[config.mk]
export PLATFORM = sky130hd
export DESIGN_NAME = riscv_operand_fetch_flat
export DESIGN_NICKNAME = d
export VERILOG_FILES = /design/src/rtl/riscv_operand_fetch_if.sv /design/src/rtl/riscv_operand_fetch.sv /design/src/flat_wrapper.sv
export SDC_FILE = /design/constraint.sdc
export NUM_CORES = 1
export LEC_CHECK = 0
export ABC_AREA = 1
export CAP_MARGIN = 25
export CORE_AREA = 2 2 150 152
export DETAILED_ROUTE_END_ITERATION = 7
export DIE_AREA = 0 0 152 154
export GPL_ROUTABILITY_DRIVEN = 0
export MAX_ROUTING_LAYER = met4
export PLACE_DENSITY = 0.74
export SYNTH_ARGS = -nofsm -noshare
export SYNTH_HDL_FRONTEND = slang
export SYNTH_SLANG_ARGS = --single-unit
[constraint.sdc]
create_clock -name i_clk -period 5.7 [get_ports i_clk]
set_clock_uncertainty 0.05 [all_clocks]
set_input_delay 0.855 -clock i_clk [delete_from_list [all_inputs] [get_ports i_clk]]
set_output_delay 0.855 -clock i_clk [all_outputs]
set_load 0.01 [all_outputs]
[src/rtl/riscv_operand_fetch_if.sv]
// Bus bundle between fetch, register file, forwarding network and the EX stage
// for the RV32I operand-fetch stage. The DUT uses the slave modport.
interface riscv_operand_fetch_if #(
    parameter int XLEN = 32
);
    // Control and fetch side
    logic            i_flush;
    logic            i_if_valid;
    logic [31:0]     i_if_instr;
    logic [XLEN-1:0] i_if_pc;
    logic            o_if_ready;

    // Register file read port
    logic [4:0]      o_regfile_rs1_addr;
    logic [4:0]      o_regfile_rs2_addr;
    logic [XLEN-1:0] i_regfile_rs1_data;
    logic [XLEN-1:0] i_regfile_rs2_data;

    // Forwarding sources from downstream stages
    logic            i_ex_fwd_wen;
    logic            i_ex_fwd_is_load;
    logic [4:0]      i_ex_fwd_addr;
    logic [XLEN-1:0] i_ex_fwd_data;
    logic            i_mem_fwd_wen;
    logic [4:0]      i_mem_fwd_addr;
    logic [XLEN-1:0] i_mem_fwd_data;
    logic            i_wb_fwd_wen;
    logic [4:0]      i_wb_fwd_addr;
    logic [XLEN-1:0] i_wb_fwd_data;

    // ID/EX pipeline register
    logic            o_ex_valid;
    logic            i_ex_ready;
    logic [31:0]     o_ex_instr;
    logic [XLEN-1:0] o_ex_pc;
    logic [XLEN-1:0] o_ex_rs1_data;
    logic [XLEN-1:0] o_ex_rs2_data;

    modport master (
        output i_flush, i_if_valid, i_if_instr, i_if_pc,
        input  o_if_ready,
        input  o_regfile_rs1_addr, o_regfile_rs2_addr,
        output i_regfile_rs1_data, i_regfile_rs2_data,
        output i_ex_fwd_wen, i_ex_fwd_is_load, i_ex_fwd_addr, i_ex_fwd_data,
        output i_mem_fwd_wen, i_mem_fwd_addr, i_mem_fwd_data,
        output i_wb_fwd_wen, i_wb_fwd_addr, i_wb_fwd_data,
        input  o_ex_valid,
        output i_ex_ready,
        input  o_ex_instr, o_ex_pc, o_ex_rs1_data, o_ex_rs2_data
    );

    modport slave (
        input  i_flush, i_if_valid, i_if_instr, i_if_pc,
        output o_if_ready,
        output o_regfile_rs1_addr, o_regfile_rs2_addr,
        input  i_regfile_rs1_data, i_regfile_rs2_data,
        input  i_ex_fwd_wen, i_ex_fwd_is_load, i_ex_fwd_addr, i_ex_fwd_data,
        input  i_mem_fwd_wen, i_mem_fwd_addr, i_mem_fwd_data,
        input  i_wb_fwd_wen, i_wb_fwd_addr, i_wb_fwd_data,
        output o_ex_valid,
        input  i_ex_ready,
        output o_ex_instr, o_ex_pc, o_ex_rs1_data, o_ex_rs2_data
    );
endinterface

[src/rtl/riscv_operand_fetch.sv]
// RV32I decode/operand-read stage: drives regfile read addresses, merges EX/MEM/WB
// bypass data, detects load-use hazards and fills the ID/EX pipeline register.
module riscv_operand_fetch #(
    parameter int XLEN = 32
) (
    input  logic                 i_clk,
    input  logic                 i_rst,
    riscv_operand_fetch_if.slave bus
);
    localparam logic [6:0]  OPC_LUI    = 7'b0110111;
    localparam logic [6:0]  OPC_AUIPC  = 7'b0010111;
    localparam logic [6:0]  OPC_JAL    = 7'b1101111;
    localparam logic [6:0]  OPC_OP     = 7'b0110011;
    localparam logic [6:0]  OPC_STORE  = 7'b0100011;
    localparam logic [6:0]  OPC_BRANCH = 7'b1100011;
    localparam logic [31:0] INSTR_NOP  = 32'h00000013;

    logic [6:0]      opcode;
    logic [4:0]      rs1_addr;
    logic [4:0]      rs2_addr;
    logic            rs1_used;
    logic            rs2_used;
    logic            ex_load_pending;
    logic            hazard;
    logic            adv;
    logic            capture;
    logic [XLEN-1:0] rs1_resolved;
    logic [XLEN-1:0] rs2_resolved;

    logic            ex_valid_q;
    logic [31:0]     ex_instr_q;
    logic [XLEN-1:0] ex_pc_q;
    logic [XLEN-1:0] ex_rs1_q;
    logic [XLEN-1:0] ex_rs2_q;

    // First-match bypass priority: x0, EX (non-load), MEM, WB, then regfile.
    // WB must be bypassed because the regfile only updates at the clock edge.
    function automatic logic [XLEN-1:0] resolve_operand(
        input logic [4:0]      addr,
        input logic [XLEN-1:0] rf_data,
        input logic            ex_wen,
        input logic            ex_is_load,
        input logic [4:0]      ex_addr,
        input logic [XLEN-1:0] ex_data,
        input logic            mem_wen,
        input logic [4:0]      mem_addr,
        input logic [XLEN-1:0] mem_data,
        input logic            wb_wen,
        input logic [4:0]      wb_addr,
        input logic [XLEN-1:0] wb_data
    );
        logic [XLEN-1:0] result;
        if (addr == 5'd0)
            result = '0;
        else if (ex_wen && !ex_is_load && (ex_addr == addr))
            result = ex_data;
        else if (mem_wen && (mem_addr == addr))
            result = mem_data;
        else if (wb_wen && (wb_addr == addr))
            result = wb_data;
        else
            result = rf_data;
        return result;
    endfunction

    assign opcode   = bus.i_if_instr[6:0];
    assign rs1_addr = bus.i_if_instr[19:15];
    assign rs2_addr = bus.i_if_instr[24:20];

    assign bus.o_regfile_rs1_addr = rs1_addr;
    assign bus.o_regfile_rs2_addr = rs2_addr;

    always_comb begin
        rs1_used = 1'b1;
        rs2_used = 1'b0;
        case (opcode)
            OPC_LUI, OPC_AUIPC, OPC_JAL:   rs1_used = 1'b0;
            default:                       rs1_used = 1'b1;
        endcase
        case (opcode)
            OPC_OP, OPC_STORE, OPC_BRANCH: rs2_used = 1'b1;
            default:                       rs2_used = 1'b0;
        endcase
    end

    always_comb begin
        rs1_resolved = resolve_operand(rs1_addr, bus.i_regfile_rs1_data,
                                       bus.i_ex_fwd_wen, bus.i_ex_fwd_is_load,
                                       bus.i_ex_fwd_addr, bus.i_ex_fwd_data,
                                       bus.i_mem_fwd_wen, bus.i_mem_fwd_addr,
                                       bus.i_mem_fwd_data,
                                       bus.i_wb_fwd_wen, bus.i_wb_fwd_addr,
                                       bus.i_wb_fwd_data);
        rs2_resolved = resolve_operand(rs2_addr, bus.i_regfile_rs2_data,
                                       bus.i_ex_fwd_wen, bus.i_ex_fwd_is_load,
                                       bus.i_ex_fwd_addr, bus.i_ex_fwd_data,
                                       bus.i_mem_fwd_wen, bus.i_mem_fwd_addr,
                                       bus.i_mem_fwd_data,
                                       bus.i_wb_fwd_wen, bus.i_wb_fwd_addr,
                                       bus.i_wb_fwd_data);
    end

    // A load in EX cannot be bypassed yet; one bubble lets it reach MEM.
    assign ex_load_pending = bus.i_ex_fwd_wen && bus.i_ex_fwd_is_load &&
                             (bus.i_ex_fwd_addr != 5'd0);
    assign hazard = bus.i_if_valid && ex_load_pending &&
                    ((rs1_used && (rs1_addr == bus.i_ex_fwd_addr)) ||
                     (rs2_used && (rs2_addr == bus.i_ex_fwd_addr)));

    // Handshake: a side transfers on a cycle where valid and ready are both high at
    // the rising edge; ready never waits on valid from the same side. Flush makes
    // the stage ready so the offered instruction is consumed and discarded.
    assign adv     = !ex_valid_q || bus.i_ex_ready;
    assign capture = adv && bus.i_if_valid && !hazard;

    assign bus.o_if_ready = bus.i_flush || (adv && !hazard);

    always_ff @(posedge i_clk or posedge i_rst) begin
        if (i_rst) begin
            ex_valid_q <= 1'b0;
            ex_instr_q <= INSTR_NOP;
            ex_pc_q    <= '0;
            ex_rs1_q   <= '0;
            ex_rs2_q   <= '0;
        end else if (bus.i_flush) begin
            ex_valid_q <= 1'b0;
        end else if (adv) begin
            ex_valid_q <= capture;
            if (capture) begin
                ex_instr_q <= bus.i_if_instr;
                ex_pc_q    <= bus.i_if_pc;
                ex_rs1_q   <= rs1_resolved;
                ex_rs2_q   <= rs2_resolved;
            end
        end
    end

    assign bus.o_ex_valid    = ex_valid_q;
    assign bus.o_ex_instr    = ex_instr_q;
    assign bus.o_ex_pc       = ex_pc_q;
    assign bus.o_ex_rs1_data = ex_rs1_q;
    assign bus.o_ex_rs2_data = ex_rs2_q;
endmodule

[src/flat_wrapper.sv]
// flat-port wrapper written by rule: the top's interface ports become plain ports
module riscv_operand_fetch_flat 
#(
    parameter int XLEN = 32
)
  (i_clk, i_rst, bus_i_flush, bus_i_if_valid, bus_i_if_instr, bus_i_if_pc, bus_o_if_ready, bus_o_regfile_rs1_addr, bus_o_regfile_rs2_addr, bus_i_regfile_rs1_data, bus_i_regfile_rs2_data, bus_i_ex_fwd_wen, bus_i_ex_fwd_is_load, bus_i_ex_fwd_addr, bus_i_ex_fwd_data, bus_i_mem_fwd_wen, bus_i_mem_fwd_addr, bus_i_mem_fwd_data, bus_i_wb_fwd_wen, bus_i_wb_fwd_addr, bus_i_wb_fwd_data, bus_o_ex_valid, bus_i_ex_ready, bus_o_ex_instr, bus_o_ex_pc, bus_o_ex_rs1_data, bus_o_ex_rs2_data);
  riscv_operand_fetch_if #(.XLEN(XLEN)) bus_i ();
  input  logic i_clk;
  input  logic i_rst;
  input wire logic [$bits(bus_i.i_flush)-1:0] bus_i_flush;
  input wire logic [$bits(bus_i.i_if_valid)-1:0] bus_i_if_valid;
  input wire logic [$bits(bus_i.i_if_instr)-1:0] bus_i_if_instr;
  input wire logic [$bits(bus_i.i_if_pc)-1:0] bus_i_if_pc;
  output wire logic [$bits(bus_i.o_if_ready)-1:0] bus_o_if_ready;
  output wire logic [$bits(bus_i.o_regfile_rs1_addr)-1:0] bus_o_regfile_rs1_addr;
  output wire logic [$bits(bus_i.o_regfile_rs2_addr)-1:0] bus_o_regfile_rs2_addr;
  input wire logic [$bits(bus_i.i_regfile_rs1_data)-1:0] bus_i_regfile_rs1_data;
  input wire logic [$bits(bus_i.i_regfile_rs2_data)-1:0] bus_i_regfile_rs2_data;
  input wire logic [$bits(bus_i.i_ex_fwd_wen)-1:0] bus_i_ex_fwd_wen;
  input wire logic [$bits(bus_i.i_ex_fwd_is_load)-1:0] bus_i_ex_fwd_is_load;
  input wire logic [$bits(bus_i.i_ex_fwd_addr)-1:0] bus_i_ex_fwd_addr;
  input wire logic [$bits(bus_i.i_ex_fwd_data)-1:0] bus_i_ex_fwd_data;
  input wire logic [$bits(bus_i.i_mem_fwd_wen)-1:0] bus_i_mem_fwd_wen;
  input wire logic [$bits(bus_i.i_mem_fwd_addr)-1:0] bus_i_mem_fwd_addr;
  input wire logic [$bits(bus_i.i_mem_fwd_data)-1:0] bus_i_mem_fwd_data;
  input wire logic [$bits(bus_i.i_wb_fwd_wen)-1:0] bus_i_wb_fwd_wen;
  input wire logic [$bits(bus_i.i_wb_fwd_addr)-1:0] bus_i_wb_fwd_addr;
  input wire logic [$bits(bus_i.i_wb_fwd_data)-1:0] bus_i_wb_fwd_data;
  output wire logic [$bits(bus_i.o_ex_valid)-1:0] bus_o_ex_valid;
  input wire logic [$bits(bus_i.i_ex_ready)-1:0] bus_i_ex_ready;
  output wire logic [$bits(bus_i.o_ex_instr)-1:0] bus_o_ex_instr;
  output wire logic [$bits(bus_i.o_ex_pc)-1:0] bus_o_ex_pc;
  output wire logic [$bits(bus_i.o_ex_rs1_data)-1:0] bus_o_ex_rs1_data;
  output wire logic [$bits(bus_i.o_ex_rs2_data)-1:0] bus_o_ex_rs2_data;
  assign bus_i.i_flush = bus_i_flush;
  assign bus_i.i_if_valid = bus_i_if_valid;
  assign bus_i.i_if_instr = bus_i_if_instr;
  assign bus_i.i_if_pc = bus_i_if_pc;
  assign bus_o_if_ready = bus_i.o_if_ready;
  assign bus_o_regfile_rs1_addr = bus_i.o_regfile_rs1_addr;
  assign bus_o_regfile_rs2_addr = bus_i.o_regfile_rs2_addr;
  assign bus_i.i_regfile_rs1_data = bus_i_regfile_rs1_data;
  assign bus_i.i_regfile_rs2_data = bus_i_regfile_rs2_data;
  assign bus_i.i_ex_fwd_wen = bus_i_ex_fwd_wen;
  assign bus_i.i_ex_fwd_is_load = bus_i_ex_fwd_is_load;
  assign bus_i.i_ex_fwd_addr = bus_i_ex_fwd_addr;
  assign bus_i.i_ex_fwd_data = bus_i_ex_fwd_data;
  assign bus_i.i_mem_fwd_wen = bus_i_mem_fwd_wen;
  assign bus_i.i_mem_fwd_addr = bus_i_mem_fwd_addr;
  assign bus_i.i_mem_fwd_data = bus_i_mem_fwd_data;
  assign bus_i.i_wb_fwd_wen = bus_i_wb_fwd_wen;
  assign bus_i.i_wb_fwd_addr = bus_i_wb_fwd_addr;
  assign bus_i.i_wb_fwd_data = bus_i_wb_fwd_data;
  assign bus_o_ex_valid = bus_i.o_ex_valid;
  assign bus_i.i_ex_ready = bus_i_ex_ready;
  assign bus_o_ex_instr = bus_i.o_ex_instr;
  assign bus_o_ex_pc = bus_i.o_ex_pc;
  assign bus_o_ex_rs1_data = bus_i.o_ex_rs1_data;
  assign bus_o_ex_rs2_data = bus_i.o_ex_rs2_data;
  riscv_operand_fetch #(.XLEN(XLEN)) u_core (.i_clk(i_clk), .i_rst(i_rst), .bus(bus_i));
endmodule
==> out/results.txt, run 1 <==
P_leak -> 6.14 nW
Final #Nets -> 1795
RSZ-0062 raised after global routing -> no
Post-DP HPWL -> 24500 um
Worst-path maximum fanout -> 5
Core area -> 21700 um2
Internal power -> 2.26 mW
R2R depth -> 5
Post-DP Area -> 11900 um2
Final worst slack -> 1.96 ns
Final Hold Fails -> 0
Reg clk slew, reported paths -> 0.05 ns
Initial Util -> 37.1%
Number of synthesized flops with an enable pin -> 0
Avg WL per Cell -> 18.2 um
Achievable Freq -> 0.267 GHz
Overflow after GRT -> 0
Fillers -> 2020
Die ar. -> 23400 um2
Flop pwr share -> 35.5%
Fin cells -> 1842
Net count after synthesis -> 1461
Mapped Area -> 8040 um2
Slew margin rel. -> 33.6%
Sw frac -> 30.8%
R2R Setup Slk -> 3.50 ns
Crit. End Element -> output port
Period minus WS final -> 3.74 ns
Post-synth top cells -> nand2_1, nand3_1, dfrtp_1
Worst R2R Start -> u_core.bus.o_ex_valid$_DFFE_PP0P_
CP Launch Type -> input pin
DRC viols -> 0
Worst-Margin Slew -> 0.996 ns
DRT iter0 DRCs -> 619
# resized after CTS -> 0
Global-route usage over all layers -> 29.3%
Placed Cells -> 1807
Die height -> 154 um
Synth async-reset ratio -> 100%
Global-route wire length before repair -> 51900 um
# Post-CTS Setup Buffers -> 0
RR Endpoint -> u_core.bus.o_ex_rs1_data[7]$_DFFE_PP0P_
Netlist cell types -> 31
Avg Cell Area, Syn -> 6.63 um2
Initial antenna violation count -> 2
CTS max path bufs -> 2
Seq cells post-synth -> 129
CTS H-tree depth -> 4
Final count of pins violating max slew -> 0
P&R area growth vs syn -> 56.0%
Worst setup endpoint -> bus_o_if_ready
Num CTS Buffers -> 17
Peak supply drop -> 0.146 mV
# setup viols final -> 0
Setup total negative slack -> 0 ns
Layout cell share with drive strength beyond 1 -> 4.68%
Port bufs -> 387
Min-delay worst type -> reg2reg
P_sw -> 1.01 mW
Power per cell area -> 260 nW/um2
Clk root buf -> clkbuf_16
Initial DRT Pass Iterations -> 6
Critical Path AT -> 2.83 ns
CTS tree -> done
Critical Path Source -> bus_i_if_instr[23]
Largest net degree at the start of global routing -> 164
Seq/Total Area, Yosys -> 40.2%
Via count -> 9349
Site Rows -> 54
# IOs -> 388
Worst path required time -> 4.80 ns
Gate power share -> 30.2%
Number of global-route vias before repair -> 9249
Most numerous cell in the Yosys netlist -> nand2_1
Worst skew pair latency -> 0.42 ns
Kind of critical path -> in2out
Die X -> 152 um
CTS sink count -> 129
Outcome -> completed
Synth Instances -> 1213
Yosys top cell by area -> dfrtp_1
Design area -> 12500 um2
Final wirelength -> 33600 um
Drt via density -> 5.08
Metal3 WL -> 3310 um
Clock share of power -> 34.3%
DR top layer -> met4
Top cell type's share of synthesized area -> 39.2%
Hold slack -> 0.427 ns
Yosys warning total -> 0
Pre-CTS setup slack -> 1.40 ns
Wl on met1 -> 13100 um
Crit share post-route -> 65.6%
Max Cap Viol -> 0
Most area-consuming cells after synthesis -> dfrtp_1, nand2_1, nand3_1
Number of routed nets with antenna violations -> 0
Post-layout power -> 3.27 mW
Hold Buf Count CTS -> 0
Fin util -> 57.8%
Ys flop type -> dfrtp_1
Routed wl met2 -> 15900 um
-- cell type report --
class	count	area [um2]	area share, %
antenna	2	5.00	0.0399
clock buffer	19	453	3.61
clock inverter	13	150	1.20
inverter	107	407	3.24
multi-input combinational	891	3950	31.5
sequential	129	3230	25.8
tap	280	350	2.79
timing repair buffer	401	4000	31.9
-- power by group through the flow --
stage / registers (mW) / clock network [mW] / logic [mW]
2_1_floorplan: 1.23 / 0 / 0.310
3_3_place_gp: 1.17 / 0 / 0.979
3_5_place_dp: 1.17 / 0 / 0.992
4_1_cts: 1.16 / 1.14 / 0.995
5_1_grt: 1.18 / 1.18 / 1.07
6_report: 1.16 / 1.12 / 0.988
-- worst min path at each step --
| stage | startpoint | to | slack [ns] | cells past startpoint |
|---|---|---|---|---|
| 6_report | u_core.bus.o_ex_rs2_data[9]$_DFFE_PP0P_ | u_core.bus.o_ex_rs2_data[9]$_DFFE_PP0P_ | 0.43 | 2 |
| 5_1_grt | u_core.bus.o_ex_rs1_data[18]$_DFFE_PP0P_ | u_core.bus.o_ex_rs1_data[18]$_DFFE_PP0P_ | 0.45 | 2 |
| 4_1_cts | u_core.bus.o_ex_rs2_data[9]$_DFFE_PP0P_ | u_core.bus.o_ex_rs2_data[9]$_DFFE_PP0P_ | 0.43 | 2 |
| 3_5_place_dp | u_core.bus.o_ex_rs2_data[9]$_DFFE_PP0P_ | u_core.bus.o_ex_rs2_data[9]$_DFFE_PP0P_ | 0.41 | 2 |
| 3_3_place_gp | u_core.bus.o_ex_rs1_data[20]$_DFFE_PP0P_ | u_core.bus.o_ex_rs1_data[20]$_DFFE_PP0P_ | 0.41 | 2 |
| 2_1_floorplan | u_core.bus.o_ex_instr[4]$_DFFE_PP1P_ | u_core.bus.o_ex_instr[4]$_DFFE_PP1P_ | 0.44 | 2 |
-- placed cells by master, fill, tap and decap left out, types with 2 or more instances in the layout --
cell             count
a21oi_1              2
a21oi_2              2
buf_4               12
bufinv_16            2
clkbuf_16           17
clkbuf_8             2
clkdlybuf4s50_1    387
clkinv_4             4
clkinvlp_4           2
dfrtp_1            126
dfstp_2              3
diode_2              2
inv_1               97
inv_2                8
inv_6                5
nand2_1            498
nand2_2              2
nand3_1            225
nand4_1             24
nor2_1              34
nor2_4               4
nor3_1               4
nor3_4               2
o21ai_0             60
o21ai_1             10
or2_1                8
or2_2                2
xnor2_1              4
xor2_1               5
-- metal layers --
metal | vias up | GRT usage [%]
met3 | 73 | 6.88
met1 | 4237 | 34.8
met2 | 534 | 47.6
met4 | 0 | 12.8
met5 | - | -
li1 | 4505 | -
-- critical path: stages --
cell	delay, ns
clkdlybuf4s50_1	0.63
inv_2	0.13
nand2_1	0.08
nand2_1	0.06
nor2_1	0.13
nand4_1	0.11
nand2_1	0.11
nand2_2	0.08
a21o_1	0.16
clkdlybuf4s50_1	0.49
-- cells by family (layout without fill, tap and decap cells) --
group                  Yosys count  in the layout  share of synthesized area, %
XOR/XNOR                         9              9                         0.980
buffers and inverters          193            540                          11.2
other                            0              2                             0
flip-flops                     129            129                          40.2
AND/OR/NAND/NOR                806            806                          42.9
AO/OA/AOI/OAI                   76             76                          4.82
-- registers in the layout (all words and copies together) (netlist names) --
signal / count
u_core.bus.o_ex_instr: 32
u_core.bus.o_ex_pc: 32
u_core.bus.o_ex_rs1_data: 32
u_core.bus.o_ex_rs2_data: 32
u_core.bus.o_ex_valid: 1
(Power assumes the default switching activity.)
==> run 2, diff against run 1 <==
--- a/config.mk
+++ b/config.mk
@@ -7,12 +7,12 @@
 export LEC_CHECK = 0
 export ABC_AREA = 1
 export CAP_MARGIN = 25
-export CORE_AREA = 2 2 150 152
+export CORE_AREA = 2 2 149 151
 export DETAILED_ROUTE_END_ITERATION = 7
-export DIE_AREA = 0 0 152 154
+export DIE_AREA = 0 0 151 153
 export GPL_ROUTABILITY_DRIVEN = 0
 export MAX_ROUTING_LAYER = met4
-export PLACE_DENSITY = 0.74
+export PLACE_DENSITY = 0.78
 export SYNTH_ARGS = -nofsm -noshare
 export SYNTH_HDL_FRONTEND = slang
 export SYNTH_SLANG_ARGS = --single-unit
==> constraint.sdc (replaced) <==
create_clock -name i_clk -period 3.16 [get_ports i_clk]
set_clock_uncertainty 0.05 [all_clocks]
set_input_delay 0.474 -clock i_clk [delete_from_list [all_inputs] [get_ports i_clk]]
set_output_delay 0.474 -clock i_clk [all_outputs]
set_load 0.01 [all_outputs]
==> run 2 against run 1 <==
Critical path depth stayed put. Count of clock-buffer cells in the layout stayed put. First-iteration DRC count is 1.1% higher. Flip-flop and latch count stayed put. Design area is 1.7% higher. Wire length is 0.52% higher. Power is 85% higher. Sequential share of layout area is 0.42 points lower. Clock power is 93% higher. Combinational power is 83% higher. Via count is 2.3% higher. Register-to-register slack worse by 1.8 ns. Largest power group is now the clock network.
==> out/results.txt, run 2 (same netlist as run 1, synthesis figures left out) <==
Min-delay worst type -> reg2reg
Setup total negative slack -> 0 ns (unchanged)
# setup viols final -> 0 (unchanged)
Period minus WS final -> 2.88 ns
Ant. Diodes -> 0 (-2)
Critical Path AT -> 2.35 ns (-0.48 ns)
Largest stage delay on the critical path -> 0.53 ns (-0.10 ns)
Hold Buf Count CTS -> 0 (unchanged)
Final count of pins violating max slew -> 0 (unchanged)
Crit. End Element -> output port
Slowest cell on crit path -> clkdlybuf4s50_1
CTS tree -> done
Die X -> 151 um (-0.66%)
RSZ-0062 raised after global routing -> no
Pre-CTS setup slack -> 0.262 ns (-1.14 ns)
P_leak -> 6.25 nW (+1.9%)
CTS sink count -> 129 (unchanged)
Clk root buf -> clkbuf_16
# resized after CTS -> 0 (unchanged)
Via count -> 9564 (+2.3%)
CP Launch Type -> input pin
# Post-CTS Setup Buffers -> 0 (unchanged)
Reg clk slew, reported paths -> 0.06 ns (about the same)
Site Rows -> 54 (unchanged)
DRT iter0 DRCs -> 626 (+1.1%)
CP cell instances -> clkdlybuf4s50_1 -> inv_1 -> nand2_1 -> nand2_1 -> nor2_1 -> nand4_1 -> nand2_1 -> nand2_2 -> a21o_1 -> clkdlybuf4s50_1
Fillers -> 1963 (-2.8%)
Drt via density -> 5.16 (+1.6%)
Initial antenna violation count -> 0 (-2)
Power per cell area -> 474 nW/um2 (+82%)
CTS H-tree depth -> 4 (unchanged)
Slew margin rel. -> 52.2% (+19 points)
Kind of critical path -> in2out
Final #Nets -> 1810 (+0.84%)
Num CTS Buffers -> 17 (unchanged)
Number of global-route vias before repair -> 9264 (+0.16%)
Crit share post-route -> 91.1%
Final wirelength -> 33700 um (+0.52%)
Overflow after GRT -> 0 (unchanged)
Fin util -> 59.4% (+1.5 points)
Worst path required time -> 2.64 ns (-2.16 ns)
Global-route usage over all layers -> 29.9% (+0.62 points)
Final worst slack -> 0.281 ns (-1.68 ns)
Die height -> 153 um (-0.65%)
Worst-Margin Slew -> 0.716 ns (-0.279 ns)
Worst-path maximum fanout -> 6 (+1)
Outcome -> completed
Largest net degree at the start of global routing -> 130 (-21%)
Core area -> 21500 um2 (-0.93%)
Peak supply drop -> 0.307 mV (+110%)
Max Cap Viol -> 0 (unchanged)
CTS max path bufs -> 2 (unchanged)
Die ar. -> 23100 um2 (-1.3%)
Leading cell types in the layout, fill and taps excluded -> nand2_1, clkdlybuf4s50_1, nand3_1, dfrtp_1, inv_1
# IOs -> 388 (unchanged)
DRC viols -> 0 (unchanged)
Avg WL per Cell -> 18.2 um (-0.18%)
Initial DRT Pass Iterations -> 5 (-1)
Worst skew pair latency -> 0.40 ns (-0.02 ns)
Commonest non-fill, non-tap cell in the layout -> nand2_1
Final Hold Fails -> 0 (unchanged)
Number of routed nets with antenna violations -> 0 (unchanged)
Initial Util -> 37.4% (+0.35 points)
Most Frequent Cell on Critical Path -> nand2_1
P&R area growth vs syn -> 58.6%
Achievable Freq -> 0.347 GHz
Layout cell share with drive strength beyond 1 -> 5.46% (+0.78 points)
Port bufs -> 387 (unchanged)
Post-DP HPWL -> 24400 um (-0.39%)
Global-route wire length before repair -> 51400 um (-0.93%)
==> run 2: cell count changes in the layout (fill, tap and decap cells not counted), moves of 2 or more <==
cell	change
buf_12	+6
buf_4	+10
bufinv_16	+2
diode_2	-2
==> run 2: final timing paths <==
check	start	end	slack, ns	depth (start not counted)
max	bus_i_if_instr[21]	bus_o_if_ready	0.28	10
max in group asynchronous	i_rst	u_core.bus.o_ex_rs1_data[22]$_DFFE_PP0P_	1.94	3
max reg2reg	u_core.bus.o_ex_valid$_DFFE_PP0P_	u_core.bus.o_ex_valid$_DFFE_PP0P_	1.69	4
min reg2reg	u_core.bus.o_ex_rs2_data[12]$_DFFE_PP0P_	u_core.bus.o_ex_rs2_data[12]$_DFFE_PP0P_	0.43	2
min	u_core.bus.o_ex_rs2_data[12]$_DFFE_PP0P_	u_core.bus.o_ex_rs2_data[12]$_DFFE_PP0P_	0.43	2
min in group asynchronous	i_rst	u_core.bus.o_ex_rs2_data[17]$_DFFE_PP0P_	0.57	3
==> run 2: cell type report <==
type | count | area (um2) | area share (%)
repair buffers | 416 | 4180 | 32.8
multi-input cells | 891 | 3950 | 30.9
flip-flops and latches | 129 | 3230 | 25.3
clock buffers | 19 | 443 | 3.47
inverters | 107 | 405 | 3.18
well taps | 280 | 350 | 2.75
clock inverters | 13 | 198 | 1.55
==> run 2: metal layers <==
metal	part of all wire, %	wire, um	global-route usage, %	up-vias
met5	0	0	-	-
met4	3.0	1020	10.9	0
met3	11	3660	7.52	81
met2	49	16600	50.1	601
met1	37	12500	34.5	4336
li1	-	-	-	4546
==> run 2: critical path: cells and delay by family <==
kind,cells,cell delay [ns]
buffers and inverters,3,1.17
and+or+nand+nor,6,0.55
AOI/OAI and AO/OA,1,0.16
==> run 2: where the power goes <==
| part | internal [mW] | leakage [nW] | switching (mW) |
|---|---|---|---|
| Clock | 1.36 | 0.315 | 0.803 |
| Combinational | 0.957 | 4.34 | 0.850 |
| Sequential | 1.92 | 1.60 | 0.155 |
==> run 2: stage by stage <==
| stage | power [mW] | hold slack, ns | instance area (um2) | instances |
|---|---|---|---|---|
| floorplan | 2.78 | 0.443 | 8050 | 1213 |
| global placement | 3.89 | 0.411 | 12100 | 1823 |
| detailed placement | 3.92 | 0.414 | 12100 | 1823 |
| CTS | 6.10 | 0.430 | 12800 | 1855 |
| global route | 6.35 | 0.441 | 12800 | 1855 |
| finish | 6.05 | 0.428 | 12800 | 1855 |
